## config.mk

```make
export PLATFORM = sky130hd
export DESIGN_NAME = sound_glu_flat
export DESIGN_NICKNAME = d
export VERILOG_FILES = /design/src/rtl/iigs_pkg.sv /design/src/rtl/sound_glu_if.sv /design/src/rtl/glu_xfer.sv /design/src/rtl/sound_glu.sv /design/src/flat_wrapper.sv
export SDC_FILE = /design/constraint.sdc
export NUM_CORES = 1
export LEC_CHECK = 0
export BUFFER_PORTS_ARGS = -buffer_cell sky130_fd_sc_hd__buf_4
export CORE_MARGIN = 2
export CORE_UTILIZATION = 30
export DETAILED_ROUTE_END_ITERATION = 6
export GPL_TIMING_DRIVEN = 0
export SETUP_SLACK_MARGIN = 0.3
export SLEW_MARGIN = 10
export SYNTH_ARGS = -nofsm -noshare
export SYNTH_HDL_FRONTEND = slang
export SYNTH_SLANG_ARGS = --single-unit
```

## constraint.sdc

```tcl
create_clock -name clk_sys -period 4.5 [get_ports clk_sys]
set_input_delay 0.45 -clock clk_sys [delete_from_list [all_inputs] [get_ports clk_sys]]
set_output_delay 0.45 -clock clk_sys [all_outputs]
set_load 0.02 [all_outputs]
```

## src/rtl/iigs_pkg.sv

```systemverilog
// Shared definitions for the sound GLU: register offsets, SOUNDCTL bit positions,
// the transfer FSM states and the captured-transfer record.
package iigs_pkg;

  localparam logic [1:0] SND_CTL  = 2'd0;
  localparam logic [1:0] SND_DATA = 2'd1;
  localparam logic [1:0] SND_ADRL = 2'd2;
  localparam logic [1:0] SND_ADRH = 2'd3;

  localparam int CTL_BUSY    = 7;
  localparam int CTL_RAM     = 6;
  localparam int CTL_AUTOINC = 5;

  typedef enum logic [1:0] {
    IDLE,
    BUSY,
    WAIT_R,
    WAIT_D
  } glu_state_t;

  // Writable SOUNDCTL fields; bit 7 is derived and bit 4 is reserved, so neither is stored.
  typedef struct packed {
    logic       ram;
    logic       autoinc;
    logic [3:0] volume;
  } glu_ctl_t;

  typedef struct packed {
    logic        ram;
    logic        write;
    logic [15:0] addr;
    logic [7:0]  data;
  } xfer_t;

endpackage

```

## src/rtl/sound_glu_if.sv

```systemverilog
// CPU-side IO strobe bus as seen by the sound GLU (same contract as adb/prtc/iwm).
interface sound_glu_if;

  logic [7:0] addr;
  logic       rw;
  logic [7:0] din;
  logic       strobe;
  logic [7:0] dout;

  modport master (output addr, rw, din, strobe, input dout);
  modport slave  (input addr, rw, din, strobe, output dout);

endinterface

```

## src/rtl/glu_xfer.sv

```systemverilog
// Transfer engine of the sound GLU: holds the captured target/address/data and
// sequences one RAM or DOC access per accepted SOUNDDATA strobe.
module glu_xfer import iigs_pkg::*; #(
  parameter int RAM_AW = 16
) (
  input  logic              clk_sys,
  input  logic              reset,
  input  logic              cen,
  input  logic              start,
  input  xfer_t             xfer_in,
  output logic              busy,
  output logic [RAM_AW-1:0] ram_addr,
  output logic [7:0]        ram_wdata,
  output logic              ram_we,
  output logic              ram_req,
  input  logic              ram_ack,
  input  logic [7:0]        ram_rdata,
  output logic [7:0]        doc_addr,
  output logic [7:0]        doc_wdata,
  output logic              doc_we,
  output logic              doc_strobe,
  input  logic [7:0]        doc_rdata,
  output logic              latch_en,
  output logic [7:0]        latch_data
);

  glu_state_t state, state_nxt;
  xfer_t      xfer;

  // NOTE: sequential state uses non-blocking assignments so every flop samples pre-edge values.
  always_ff @(posedge clk_sys or posedge reset) begin
    if (reset) begin
      state <= IDLE;
      xfer  <= '0;
    end else begin
      state <= state_nxt;
      if (start) xfer <= xfer_in;
    end
  end

  always_comb begin
    // NOTE: every output of this block gets a default first, otherwise a latch is inferred.
    state_nxt  = state;
    doc_strobe = 1'b0;
    latch_en   = 1'b0;
    latch_data = 8'h00;
    case (state)
      IDLE:   if (start) state_nxt = BUSY;
      BUSY: begin
        if (cen) begin
          if (xfer.ram) begin
            state_nxt = WAIT_R;
          end else begin
            doc_strobe = 1'b1;
            state_nxt  = WAIT_D;
          end
        end
      end
      // ram_ack completes the access regardless of cen.
      WAIT_R: begin
        if (ram_ack) begin
          latch_en   = !xfer.write;
          latch_data = ram_rdata;
          state_nxt  = IDLE;
        end
      end
      WAIT_D: begin
        latch_en   = !xfer.write;
        latch_data = doc_rdata;
        state_nxt  = IDLE;
      end
      default: state_nxt = IDLE;
    endcase
  end

  assign busy      = (state != IDLE);
  assign ram_req   = (state == WAIT_R);
  assign ram_we    = ram_req && xfer.write;
  assign ram_addr  = xfer.addr[RAM_AW-1:0];
  assign ram_wdata = xfer.data;
  assign doc_we    = doc_strobe && xfer.write;
  assign doc_addr  = xfer.addr[7:0];
  assign doc_wdata = xfer.data;

endmodule

```

## src/rtl/sound_glu.sv

```systemverilog
// Sound GLU responder for $C03C-$C03F bridging CPU accesses to the DOC or sound RAM.
// Build option: SOUND_GLU_BUSY_EN makes SOUNDCTL[7] report busy; otherwise it reads 0.
module sound_glu import iigs_pkg::*; #(
  parameter logic [7:0] BASE   = 8'h3C,
  parameter int         RAM_AW = 16
) (
  input  logic              clk_sys,
  input  logic              reset,
  input  logic              cen,
  sound_glu_if.slave        io,
  output logic [RAM_AW-1:0] ram_addr,
  output logic [7:0]        ram_wdata,
  output logic              ram_we,
  output logic              ram_req,
  input  logic              ram_ack,
  input  logic [7:0]        ram_rdata,
  output logic [7:0]        doc_addr,
  output logic [7:0]        doc_wdata,
  output logic              doc_we,
  output logic              doc_strobe,
  input  logic [7:0]        doc_rdata,
  output logic [3:0]        volume
);

  glu_ctl_t    ctl;
  logic [15:0] adr;
  logic [7:0]  data_latch;
  logic        busy, busy_bit;
  logic        sel, accept;
  logic        latch_en;
  logic [7:0]  latch_data;
  logic [7:0]  ctl_rd;
  xfer_t       xfer_in;

  assign sel    = io.strobe && (io.addr[7:2] == BASE[7:2]);
  // A SOUNDDATA access while busy (including the ack cycle) is neither queued nor counted.
  assign accept = sel && (io.addr[1:0] == SND_DATA) && !busy;

  assign xfer_in = '{ram: ctl.ram, write: !io.rw, addr: adr, data: io.din};

`ifdef SOUND_GLU_BUSY_EN
  assign busy_bit = busy;
`else
  assign busy_bit = 1'b0;
`endif

  always_ff @(posedge clk_sys or posedge reset) begin
    if (reset) begin
      ctl        <= '0;
      adr        <= 16'h0000;
      data_latch <= 8'h00;
    end else begin
      if (accept && ctl.autoinc) adr <= adr + 16'd1;
      if (sel && !io.rw) begin
        case (io.addr[1:0])
          SND_CTL:  ctl <= '{ram: io.din[CTL_RAM], autoinc: io.din[CTL_AUTOINC], volume: io.din[3:0]};
          SND_ADRL: adr[7:0]  <= io.din;
          SND_ADRH: adr[15:8] <= io.din;
          default:  ;
        endcase
      end
      if (latch_en) data_latch <= latch_data;
    end
  end

  always_comb begin
    ctl_rd              = 8'h00;
    ctl_rd[CTL_BUSY]    = busy_bit;
    ctl_rd[CTL_RAM]     = ctl.ram;
    ctl_rd[CTL_AUTOINC] = ctl.autoinc;
    ctl_rd[3:0]         = ctl.volume;
  end

  always_comb begin
    io.dout = 8'h00;
    if (sel) begin
      case (io.addr[1:0])
        SND_CTL:  io.dout = ctl_rd;
        SND_DATA: io.dout = data_latch;
        SND_ADRL: io.dout = adr[7:0];
        SND_ADRH: io.dout = adr[15:8];
        default:  io.dout = 8'h00;
      endcase
    end
  end

  assign volume = ctl.volume;

  glu_xfer #(.RAM_AW(RAM_AW)) u_xfer (
    .clk_sys    (clk_sys),
    .reset      (reset),
    .cen        (cen),
    .start      (accept),
    .xfer_in    (xfer_in),
    .busy       (busy),
    .ram_addr   (ram_addr),
    .ram_wdata  (ram_wdata),
    .ram_we     (ram_we),
    .ram_req    (ram_req),
    .ram_ack    (ram_ack),
    .ram_rdata  (ram_rdata),
    .doc_addr   (doc_addr),
    .doc_wdata  (doc_wdata),
    .doc_we     (doc_we),
    .doc_strobe (doc_strobe),
    .doc_rdata  (doc_rdata),
    .latch_en   (latch_en),
    .latch_data (latch_data)
  );

endmodule

```

## src/flat_wrapper.sv

```systemverilog
// flat-port wrapper written by rule: the top's interface ports become plain ports
module sound_glu_flat import iigs_pkg::*;
#(
  parameter logic [7:0] BASE   = 8'h3C,
  parameter int         RAM_AW = 16
)
  (clk_sys, reset, cen, ram_addr, ram_wdata, ram_we, ram_req, ram_ack, ram_rdata, doc_addr, doc_wdata, doc_we, doc_strobe, doc_rdata, volume, io_addr, io_rw, io_din, io_strobe, io_dout);
  sound_glu_if io_i ();
  input  logic clk_sys;
  input  logic reset;
  input  logic cen;
  output logic [RAM_AW-1:0] ram_addr;
  output logic [7:0] ram_wdata;
  output logic ram_we;
  output logic ram_req;
  input  logic ram_ack;
  input  logic [7:0] ram_rdata;
  output logic [7:0] doc_addr;
  output logic [7:0] doc_wdata;
  output logic doc_we;
  output logic doc_strobe;
  input  logic [7:0] doc_rdata;
  output logic [3:0] volume;
  input wire logic [$bits(io_i.addr)-1:0] io_addr;
  input wire logic [$bits(io_i.rw)-1:0] io_rw;
  input wire logic [$bits(io_i.din)-1:0] io_din;
  input wire logic [$bits(io_i.strobe)-1:0] io_strobe;
  output wire logic [$bits(io_i.dout)-1:0] io_dout;
  assign io_i.addr = io_addr;
  assign io_i.rw = io_rw;
  assign io_i.din = io_din;
  assign io_i.strobe = io_strobe;
  assign io_dout = io_i.dout;
  sound_glu #(.BASE(BASE), .RAM_AW(RAM_AW)) u_core (.clk_sys(clk_sys), .reset(reset), .cen(cen), .io(io_i), .ram_addr(ram_addr), .ram_wdata(ram_wdata), .ram_we(ram_we), .ram_req(ram_req), .ram_ack(ram_ack), .ram_rdata(ram_rdata), .doc_addr(doc_addr), .doc_wdata(doc_wdata), .doc_we(doc_we), .doc_strobe(doc_strobe), .doc_rdata(doc_rdata), .volume(volume));
endmodule
```

# Word-level counts from Yosys, hierarchy flattened
# Index checks and enable logic that the tools add are counted.
[word_totals] reg_bits=58 latchBits=0 ram_bits=0 romBits=0 inputBits=38 out_inout_bits=56 elab_cells=54 n_memories=0
[op_classes] add_sub_neg=1 n_mul=0 div=0 n_lt_le_gt_ge=0 n_eq_ne=10 shift=0 mux=18 n_bitwise=0 reduce_logical=15
[ops] operator="$mux W16" n=2
[ops] operator="$mux W8" n=4
[ops] operator="$pmux W8 S4" n=1
[ops] operator="$add A16 B1 Y16 const B" n=1
[ops] operator="$pmux W8 S2" n=1
[ops] operator="$eq A2 B2 Y1 const B" n=4
[ops] operator="$pmux W2 S4" n=1
[ops] operator="$logic_and A1 B1 Y1" n=7
[ops] operator="$eq A6 B4 Y1 const B" n=1
[ops] operator="$mux W2" n=3
[ops] operator="$mux W1" n=5
[ops] operator="$eq A2 B1 Y1 const B" n=2
[ops] operator="$logic_not A2 Y1" n=2
[ops] operator="$ne A2 B2 Y1 const B" n=2
[ops] operator="$logic_not A1 Y1" n=3
[ops] operator="$reduce_and A3 Y1" n=1
[ops] operator="$ne A2 B1 Y1 const B" n=1
[ops] operator="$pmux W1 S2" n=1
[ops] operator="$reduce_and A2 Y1" n=1
[ops] operator="$reduce_bool A2 Y1" n=1

# Longest topological paths before layout
# Gate-level depths: netlist (run 1).
[depth] word_depth=8 ltp_mapped=8 ltp_nobuf=5

# By module
# From an unflattened synthesis (run 1), not the netlist that was laid out.
[unflattened] hier_cells=280 area_unflattened_um2=3270.6
[modules_own_cells] module="sound_glu" instances=1 cells_per_inst=158 area_per_inst_um2=1746.7 seq_area_each_um2=750.7
[modules_own_cells] module="glu_xfer" instances=1 cells_per_inst=122 area_per_inst_um2=1524.0 seq_area_each_um2=700.7

# Worst setup path after synthesis (run 1)
# Ideal clock, no wire load.
[synth_path] path_type="input-to-reg" start="input port io_addr[6]" end="register u_core.ctl[4] in the netlist's numbering" setup_ns=0.125 arrival_ns=1.750 required_time_ns=4.375 path_slack_ns=2.625 cell_stages=6 path_buffers=2 cell_sequence="and4bb_1 > buf_4 > nand2_4 > or4_1 > buf_4 > mux2_4"
[synth_between] elab_chain_len=4
[synth_lines] element="from (decl)" line_no="flat_wrapper.sv:24" text="input wire logic [$bits(io_i.addr)-1:0] io_addr;"
[synth_lines] element="$eq A6 B4 Y1" line_no="sound_glu.sv:35" text="assign sel = io.strobe && (io.addr[7:2] == BASE[7:2]);"
[synth_lines] element="$logic_and A1 B1 Y1" line_no="sound_glu.sv:35"
[synth_lines] element="$logic_and A1 B1 Y1" line_no="sound_glu.sv:54" text="if (sel && !io.rw) begin"
[synth_lines] element="$reduce_and A2 Y1 (no line)"
[synth_lines] element="to (signal assigned)" line_no="sound_glu.sv:56" text="SND_CTL: ctl <= '{ram: io.din[CTL_RAM], autoinc: io.din[CTL_AUTOINC], volume: io.din[3:0]};"
[synth_lines] element="to (decl)" line_no="sound_glu.sv:25" text="glu_ctl_t ctl;"
# No other way between the ends.
# A chain may end at the register's enable or synchronous reset.

# Worst setup path in the final report (run 1)
[layout_path] start="register u_core.adr[2]" end="output port io_dout[2]"
[layout_between] elab_chain_len=2
[layout_lines] element="from (decl)" line_no="sound_glu.sv:26" text="logic [15:0] adr;"
[layout_lines] element="from (signal assigned)" line_no="sound_glu.sv:53" text="if (accept && ctl.autoinc) adr <= adr + 16'd1;"
[layout_lines] element="from (signal assigned)" line_no="sound_glu.sv:57" text="SND_ADRL: adr[7:0] <= io.din;"
[layout_lines] element="$pmux W8 S4" line_no="sound_glu.sv:77" text="case (io.addr[1:0])"
[layout_lines] element="$mux W8" line_no="sound_glu.sv:76" text="if (sel) begin"
[layout_lines] element="to (decl)" line_no="flat_wrapper.sv:28" text="output wire logic [$bits(io_i.dout)-1:0] io_dout;"
# No other way between the ends.

==> qor.yml, run 1 <==
finish:
  fin_nets: 447
  finish.instance_area_sq_um: 4415
  num_antenna_cells: 0
  syn2layout_area_growth_pct: 34.44
  post_route_cells_drive_above_1_share: 0.5157
sta:
  drv_slew: 0
  fin_ws_ns: 2.316
  setup_viol_count_final: 0
  rsz0062_at_grt: "no"
  max_freq_ghz: 0.4579
  worst_pin_slew_ns: 0.5587
  hold_viol: 0
  fin_crit_ns: 2.184
  min_period_over_period: 0.4853
  max-slew-margin-rel: 0.6270
  skew_ns: 0.007838
  tns_ns: 0
  fin_hold_ws_ns: 0.1571
floorplan:
  io_pins: 94
  num_rows: 38
  die_x_microns: 108.6
  core_region_area_sq_um: 10750
  die_y_microns: 108.6
  die_area_sq_um: 11800
  start_util: 0.3057
placement:
  place.gp.congestion: 0.8965
  portBuffers: 93
  post-place-ws_ns: 2.323
  dp_hpwl_microns: 6349
  place_area_sq_um: 4178
routing:
  routed_via_density: 4.732
  vias: 2617
  postRouteAntennaNets: 0
  post-route-drc-count: 0
  dr.pass1.iters: 4
  route.detailed.wl_per_inst_microns: 15.06
  drt_iter0_drc: 140
  drt_wl_total_microns: 8327
job:
  cap_violations: 0
cts:
  cts.htree.levels: 3
  cts_tree: "built"
  cts_buffers: 9
  cts.sinks: 58
  ctsResizeCount: 0
  cts_buffer_depth: 2
  clk_latency_ns: 0.34
  clockRootBuffer: "clkbuf_8"
  path_clk_slew_ns: 0.07
  cts-hold-fix-buffers: 0
  post_cts_buffers: 0
setup_path:
  crit_arrival_ns: 1.73
  start_kind: "flip-flop"
  cp-end-kind: "output pin"
  path_class: "flip-flop to output pin"
  crit_required_ns: 4.05
  worstPathMaxFanout: 8
pwr:
  ir_drop_uv: 151.9
  swShare: 0.2521
  clkPwrFrac: 0.410
  power_density_nw_per_um2: 312.6
  internal-power_uw: 1032
  share_seq_of_total_power: 0.451
  pwr-share-comb: 0.139
  power.static_leakage_uw: 0.002221
  p_switching_uw: 348.1
global_routing:
  grt_pass1_wl_microns: 13150
  grt_usage: 0.1483
  grt_max_degree: 34
  grt.overflow.total: 0
  antenna_found_initial: 0
  grt_pass1_vias: 2510
status:
  outcome: "completed"
synthesis:
  syn_area_per_cell_sq_um: 10.84
  ys_seq_area_frac: 0.4419
  synthTopCellsByArea: "dfrtp_1 44%, buf_4 11%, mux2_2 8.6%, mux4_2 4.1%, xnor2_1 3.7%"
  synth.net_count: 342
  synthFlopType: "dfrtp_1"
  async_flop_share: 1.000
  synth_area_sq_um: 3284
  synth_top_area_frac: 0.4419
  netlist_instances: 303
  synth_top_area_cell: "dfrtp_1"
  ys_warn_count: 0
  synth_seq_cells: 58
  synth_edf_count: 0
  ys_types: 43
hold_path:
  min_path_type: "input pin to async pin"
## layout make-up
| type | instances | area (sq um) |
|---|---|---|
| Inverter | 4 | 15.01 |
| Tap cell | 140 | 175.2 |
| Sequential cell | 58 | 1451 |
| Clock buffer | 12 | 165.2 |
| Timing Repair Buffer | 94 | 718.2 |
| Buffer | 59 | 420.4 |
| Clock inverter | 4 | 72.57 |
| Fill cell | 1095 | 6330 |
| Multi-Input combinational cell | 182 | 1398 |
## cells in the mapped netlist, types with 3 or more instances
library cell,count
a22oi_1,10
and3_1,7
inv_1,4
nand3_1,5
nor4_1,5
buf_2,3
nor2_1,31
xnor2_1,14
and2_1,3
nand2_1,9
clkbuf_1,6
mux2_4,6
nand4_1,4
a21oi_1,24
dfrtp_1,58
nor3_1,7
mux4_2,6
o21ai_0,3
mux2_2,25
buf_4,47
## power by group through the flow
stage	sequential [uW]	clock (uW)	combinational (uW)
after detailed placement	630	0	194
final	622	567	192
after global routing	627	604	213
after global placement	626	0	187
after CTS	620	579	194
after floorplan	605	0	125
## final timing paths
| path | startpoint | end | slack [ns] | cells after the start |
|---|---|---|---|---|
| max | u_core.adr[2] | io_dout[2] | 2.32 | 4 |
| min | reset | u_core.u_xfer.doc_wdata[5] | 0.16 | 2 |
| max reg2reg | u_core.u_xfer.state[0] | u_core.adr[15] | 2.54 | 5 |
| min reg2reg | u_core.u_xfer.ram_addr[10] | u_core.u_xfer.ram_addr[10] | 0.48 | 2 |
| max in group asynchronous | reset | u_core.adr[13] | 3.77 | 3 |
| min in group clk_sys | cen | u_core.u_xfer.state[0] | 0.31 | 2 |
## sequential cells by signal, summed over array words and instances (netlist names)
register                 flops
u_core.u_xfer.ram_addr      16
u_core.u_xfer.doc_wdata      8
u_core.u_xfer.xfer           2
u_core.u_xfer.state          2
u_core.ctl                   2
u_core.volume                4
u_core.adr                  16
u_core.data_latch            8
## kinds of logic after synthesis
| logic type | count (synthesis) | share of synthesized area |
|---|---|---|
| AOI/OAI and AO/OA | 39 | 0.06971 |
| xor gates and xnor gates | 15 | 0.04000 |
| adders and majority gates | 1 | 0.003809 |
| buffers and inverters | 63 | 0.1326 |
| DFF | 58 | 0.4419 |
| muxes | 38 | 0.1573 |
| and+or+nand+nor | 89 | 0.1547 |
## critical path, stage by stage (launching register included)
cell and delay (ns):
dfrtp_1 0.36, clkbuf_2 0.19, mux4_2 0.50, and3_1 0.19
buf_4 0.15
## per-stage QoR
stage          utilization  total power [uW]  cells
2_1_floorplan            -             730.3    303
3_3_place_gp        0.3869             813.1    536
3_5_place_dp        0.3888             823.1    537
4_1_cts             0.4109              1393    553
5_1_grt             0.4109              1443    553
6_report            0.4109              1380    553
## routing by layer
layer | part of all wire | GRT usage | vias to the layer above
met5 | 0 | 0 | -
met4 | 0.023 | 0.06868 | 0
met1 | 0.43 | 0.1965 | 1270
li1 | - | - | 1231
met3 | 0.069 | 0.03288 | 16
met2 | 0.48 | 0.2313 | 100
## layout by cell type (no fill, tap or decap), types with 3 or more instances in the layout
cell and instances:
mux2_4 6, nor2_1 31, nor3_1 7, dfrtp_1 58, a22oi_1 10, mux4_2 6, buf_2 3, clkbuf_1 6
o21ai_0 3, xnor2_1 14, buf_4 140, and3_1 7, mux2_2 25, a21oi_1 24, nand4_1 4, inv_1 3
clkbuf_8 13, nand3_1 5, nor4_1 5, and2_1 3, nand2_1 9
Power figures use the tool's default switching activity.
==> run 2, diff against run 1 <==
clock period = 1.93 ns   (was 4.5 ns; I/O delays follow)
==> run 2 against run 1 <==
Compared with the run above: worst setup slack got worse by 2.2 ns; combinational power rose to 2.8 times the previous value; critical path depth did not move; largest cell class is now multi-input combinational cells.
==> qor.yml, run 2 (synthesis gave the netlist of run 1 again) <==
status:
  outcome: "completed"
cts:
  clockRootBuffer: "clkbuf_8"
  cts.sinks: 58
  path_clk_slew_ns: 0.07
  clk_latency_ns: 0.35
  cts_buffers: 9
  cts_buffer_depth: 2
  cts_tree: "built"
  cts.htree.levels: 3
sta:
  hold_viol: 0
  max_freq_ghz: 0.5504
  tns_ns: 0
  max-slew-margin-rel: 0.6240
  fin_crit_ns: 1.817
  min_period_over_period: 0.9415
  drv_slew: 0
  worst_pin_slew_ns: 0.5632
  setup_viol_count_final: 0
  rsz0062_at_grt: "yes"
  skew_ns: 0.005884
setup_path:
  cp-end-kind: "output pin"
  rr_startpoint: "u_core.u_xfer.state[1]"
  crit_arrival_ns: 1.62
  worstPathMaxFanout: 2
  r2r_cells: 7
  cp-startpoint: "u_core.adr[2]"
  r2r-end: "u_core.adr[8]"
  critPathMaxStageDelay_ns: 0.47
  path_cells: "clkbuf_8 > mux4_2 > and3_4 > buf_6"
  crit_path_end: "io_dout[2]"
  crit_buf_inv: 2
  path_class: "flip-flop to output pin"
  rrSetupSlack_ns: 0.15
  crit_family: "multiplexers"
  crit_cells: 4
  start_kind: "flip-flop"
  crit_required_ns: 1.74
  crit_slowest_cell: "mux4_2"
floorplan:
  io_pins: 94
  die_x_microns: 108.6
  num_rows: 38
  die_area_sq_um: 11800
  start_util: 0.3057
  die_y_microns: 108.6
  core_region_area_sq_um: 10750
pwr:
  clkPwrFrac: 0.403
  internal-power_uw: 2465
  power_density_nw_per_um2: 648.8
  power.static_leakage_uw: 0.002658
  p_switching_uw: 862.8
  ir_drop_uv: 367.0
  swShare: 0.2593
  pwr-share-comb: 0.164
  share_seq_of_total_power: 0.433
routing:
  route.detailed.wl_per_inst_microns: 16.31
  dr.pass1.iters: 4
  routed_via_density: 4.769
  post-route-drc-count: 0
  drt_iter0_drc: 176
  vias: 2823
  drt_wl_total_microns: 9656
  postRouteAntennaNets: 0
placement:
  portBuffers: 93
  place_area_sq_um: 4178
  dp_hpwl_microns: 6349
  place.gp.congestion: 0.8965
global_routing:
  grt_pass1_vias: 2626
  grt_max_degree: 34
  grt.overflow.total: 0
  grt_pass1_wl_microns: 13740
  antenna_found_initial: 0
  grt_usage: 0.1558
finish:
  final_cell_mix: "161 x buf_4, 45 x dfrtp_1, 30 x nor2_1"
  final_common_cell: "buf_4"
  post_route_cells_drive_above_1_share: 0.6571
  syn2layout_area_growth_pct: 56.15
  fill_cells: 1004
  finish.instance_area_sq_um: 5129
  fin_nets: 486
  num_antenna_cells: 0
job:
  cap_violations: 0
hold_path:
  min_path_type: "input pin to flip-flop"
  min_from: "io_rw"
[run 2: how the worst min path moves through the flow]
stage                            endpoint  slack [ns]  depth (start not counted)
3_5_place_dp   u_core.u_xfer.doc_wdata[5]        0.29                          2
3_3_place_gp       u_core.u_xfer.state[0]        0.40                          2
6_report           u_core.u_xfer.xfer[24]        0.04                          2
2_1_floorplan      u_core.u_xfer.xfer[24]        0.30                          1
5_1_grt            u_core.u_xfer.state[0]        0.05                          2
4_1_cts            u_core.u_xfer.state[0]        0.04                          2
[run 2: cell type report]
cell class,count,area [sq um],share of cell area
Clock buffer,12,165.2,0.03220
Buffer,59,467.9,0.09124
Multi-Input combinational cell,182,1655,0.3228
Tap cell,140,175.2,0.03415
Sequential cell,58,1468,0.2862
Timing Repair Buffer,133,1110,0.2164
Inverter,4,15.01,0.002928
Clock inverter,4,72.57,0.01415
[run 2: power groups by stage]
| stage | Clock (uW) | Sequential (uW) | Combinational (uW) |
|---|---|---|---|
| after global placement | 0 | 1460 | 435 |
| after global routing | 1420 | 1450 | 599 |
| final | 1340 | 1440 | 547 |
| after floorplan | 0 | 1410 | 292 |
| after CTS | 1350 | 1440 | 501 |
| after detailed placement | 0 | 1470 | 451 |
[run 2: metal layers]
metal | track usage | vias up | share of wire
li1 | - | 1310 | -
met1 | 0.2026 | 1352 | 0.39
met2 | 0.2536 | 135 | 0.50
met3 | 0.03108 | 26 | 0.087
met4 | 0.06502 | 0 | 0.032
met5 | 0 | - | 0
[run 2: worst register-to-register path, delay by kind of cell, from the launching register on]
family                 cells  cell delay, ns
XOR/XNOR                   1            0.15
AND/OR/NAND/NOR            3            0.58
AO/OA/AOI/OAI              1            0.10
buffers and inverters      2            0.38
flip-flops                 1            0.45
[run 2: per-stage QoR]
step	power [uW]	worst slack (ns)	cells	hold slack [ns]	util
2_1_floorplan	1703	0.3048	303	0.3047	-
6_report	3327	0.1130	592	0.04285	0.4773
4_1_cts	3286	0.1114	570	0.04391	0.4343
3_3_place_gp	1896	-0.4624	536	0.4038	0.3869
3_5_place_dp	1919	0.008960	537	0.2891	0.3888
5_1_grt	3472	0.06826	592	0.05441	0.4773
[run 2: what timing repair did]
| action | 4_1_cts | 5_1_grt |
|---|---|---|
| setup buffers | 16 | 20 |
| gates resized for setup | 32 | 67 |
| cloned | 0 | 2 |
| endpoints found under the hold margin | 25 | 0 |
| setup endpoints to repair | 49 | 59 |
| pin swaps | 4 | 27 |
| hold buffers | 1 | 0 |
==> run 3, diff against run 2 <==
SYNTH_HIERARCHICAL = 1   (was default)
==> run 3 against run 2 <==
Compared with the run above: utilization down 0.57 points; design area down 1.2%; fmax down 2.2%; worst hold slack better by 0.018 ns; critical path depth up 3; clock power down 13%.
==> qor.yml, run 3 <==
routing:
  dr.pass1.iters: 4
  vias: 2636
  post-route-drc-count: 0
  routed_via_density: 4.584
  postRouteAntennaNets: 0
  drt_iter0_drc: 118
  drt_wl_total_microns: 9187
  route.detailed.wl_per_inst_microns: 15.98
synthesis:
  synth_top_family_by_area: "multiplexers"
  synthTopCellsByArea: "dfrtp_1 44%, mux2_2 14%, buf_4 10%, mux4_2 4.1%, xor2_1 3.5%"
  synth_top_area_frac: 0.4438
  synthSimpleGateAreaFrac: 0.1331
  synth_mux_area_frac: 0.1890
  synth_compound_area_frac: 0.05777
  synth.net_count: 319
  synth_area_sq_um: 3271
  ys_types: 39
  syn_area_per_cell_sq_um: 11.68
  synth_top_area_cell: "dfrtp_1"
  yosys-top-cells-count: "58 x dfrtp_1, 44 x buf_4, 42 x mux2_2"
  synth_fa_ha_area_frac: 0.003826
  synth_seq_cells: 58
  synth_edf_count: 0
  synth-xor-area-share: 0.04017
  netlist_instances: 280
  ys_warn_count: 6
  async_flop_share: 1.000
  ys_seq_area_frac: 0.4438
  synthFlopType: "dfrtp_1"
  synth_most_common_cell: "dfrtp_1"
floorplan:
  num_rows: 38
  core_region_area_sq_um: 10750
  start_util: 0.3044
  die_y_microns: 108.4
  die_x_microns: 108.4
  die_area_sq_um: 11750
  io_pins: 94
hold_path:
  min_from: "cen"
  hold_end: "u_core/u_xfer/state[0]"
  min_path_type: "input pin to flip-flop"
  min_path_cells: 2
cts:
  cts_tree: "built"
  clockRootBuffer: "clkbuf_8"
  cts_buffer_depth: 2
  clk_latency_ns: 0.34
  path_clk_slew_ns: 0.07
  cts.htree.levels: 3
  cts.sinks: 58
  cts_buffers: 9
finish:
  fin_nets: 469
  fin_cells: 575
  num_antenna_cells: 0
  regArea_sq_um: 1463
  fill_cells: 1019
  syn2layout_area_growth_pct: 54.93
  post_route_cells_drive_above_1_share: 0.6713
  multiInputGateArea_sq_um: 1624
  final_cell_mix: "165 x buf_4, 49 x dfrtp_1, 34 x mux2_4"
  postLayoutCoreUtil: 0.4716
  final_common_cell: "buf_4"
sta:
  fin_crit_ns: 1.858
  drv_slew: 0
  min_period_over_period: 0.9625
  setup_viol_count_final: 0
  max_freq_ghz: 0.5383
  worst_pin_slew_ns: 1.033
  skew_ns: 0.008250
  rsz0062_at_grt: "yes"
  fin_hold_ws_ns: 0.06080
  hold_viol: 0
  max-slew-margin-rel: 0.3069
global_routing:
  grt_max_degree: 31
  antenna_found_initial: 0
  grt_pass1_wl_microns: 13960
  grt.overflow.total: 0
  grt_pass1_vias: 2637
  grt_usage: 0.1593
setup_path:
  r2r_cells: 7
  crit_required_ns: 2.19
  crit_arrival_ns: 2.12
  worstPathMaxFanout: 5
  cp-end-kind: "flip-flop"
  start_kind: "flip-flop"
  rr_startpoint: "u_core/u_xfer/state[1]"
  rrSetupSlack_ns: 0.07
  r2r-end: "u_core/adr[13]"
  path_class: "flip-flop to flip-flop"
placement:
  portBuffers: 92
  dp_hpwl_microns: 6154
  dp_cells: 512
  place.gp.congestion: 0.8989
pwr:
  ir_drop_uv: 283.6
  power_density_nw_per_um2: 567.0
  power.static_leakage_uw: 0.002543
status:
  outcome: "completed"
job:
  cap_violations: 0
## run 3: through the flow
stage                     setup TNS [ns]  total power [uW]  cell area (sq um)  setup slack [ns]
after floorplan                        0              1501               3352           0.06191
after global placement            -5.249              1647               4218           -0.2240
after detailed placement          -5.840              1656               4218           -0.2195
after CTS                              0              2862               4856           0.09788
after global routing            -0.03428              2997               5067          -0.01928
final                                  0              2873               5067           0.07231
## run 3: logic make-up after synthesis
kind of cell | count (synthesis)
flops | 58
buf+inv | 59
xor+xnor | 15
mux | 49
compound gates | 28
fa+ha+maj | 1
simple gates | 70
## run 3: worst max-delay path by stage
stage                           start                         end  cells after the start
6_report       u_core/u_xfer/state[1]              u_core/adr[13]                      7
5_1_grt        u_core/u_xfer/state[1]               u_core/adr[2]                      7
4_1_cts        u_core/u_xfer/state[1]              u_core/adr[13]                      7
3_5_place_dp               io_addr[7]              u_core/adr[13]                      7
3_3_place_gp               io_addr[7]              u_core/adr[13]                      7
2_1_floorplan              io_addr[7]  u_core/u_xfer/doc_wdata[0]                      6
## run 3: repair_timing
action | 4_1_cts | 5_1_grt
cloned | 1 | 2
gates resized for setup | 44 | 24
pin swaps | 10 | 16
hold buffers | 0 | 1
endpoints found under the hold margin | 0 | 4
endpoints found under the setup margin | 59 | 60
setup buffers | 32 | 11
## run 3: final cells by class
class,instances,area share
inverter,3,0.002222
clock buffer,11,0.02988
sequential,58,0.2886
clock inverter,5,0.01037
tap,140,0.03457
timing repair buffer,139,0.2286
buffer,56,0.08519
multi-input combinational,163,0.3205
## run 3: per-layer routing
| metal | wire [microns] | vias up | GRT usage |
|---|---|---|---|
| li1 | - | 1249 | - |
| met1 | 3898 | 1291 | 0.2041 |
| met2 | 4635 | 86 | 0.2625 |
| met3 | 504 | 10 | 0.03376 |
| met4 | 148 | 0 | 0.06227 |
| met5 | 0 | - | 0 |
## run 3: where the power goes
| group | leakage, uW | total (uW) | internal [uW] | switching (uW) |
|---|---|---|---|---|
| logic | 0.00165 | 428 | 232 | 195 |
| clock network | 0.000105 | 1160 | 659 | 502 |
| registers | 0.000790 | 1290 | 1260 | 30.0 |
| total | 0.00254 | 2870 | 2150 | 727 |
## run 3: worst max-delay path: stages, from the launching register on
cell       delay, ns
dfrtp_2         0.41
or2_4           0.28
nand4bb_4       0.25
nor4_4          0.25
buf_4           0.19
nand4b_1        0.10
xor2_1          0.16
a21oi_1         0.14
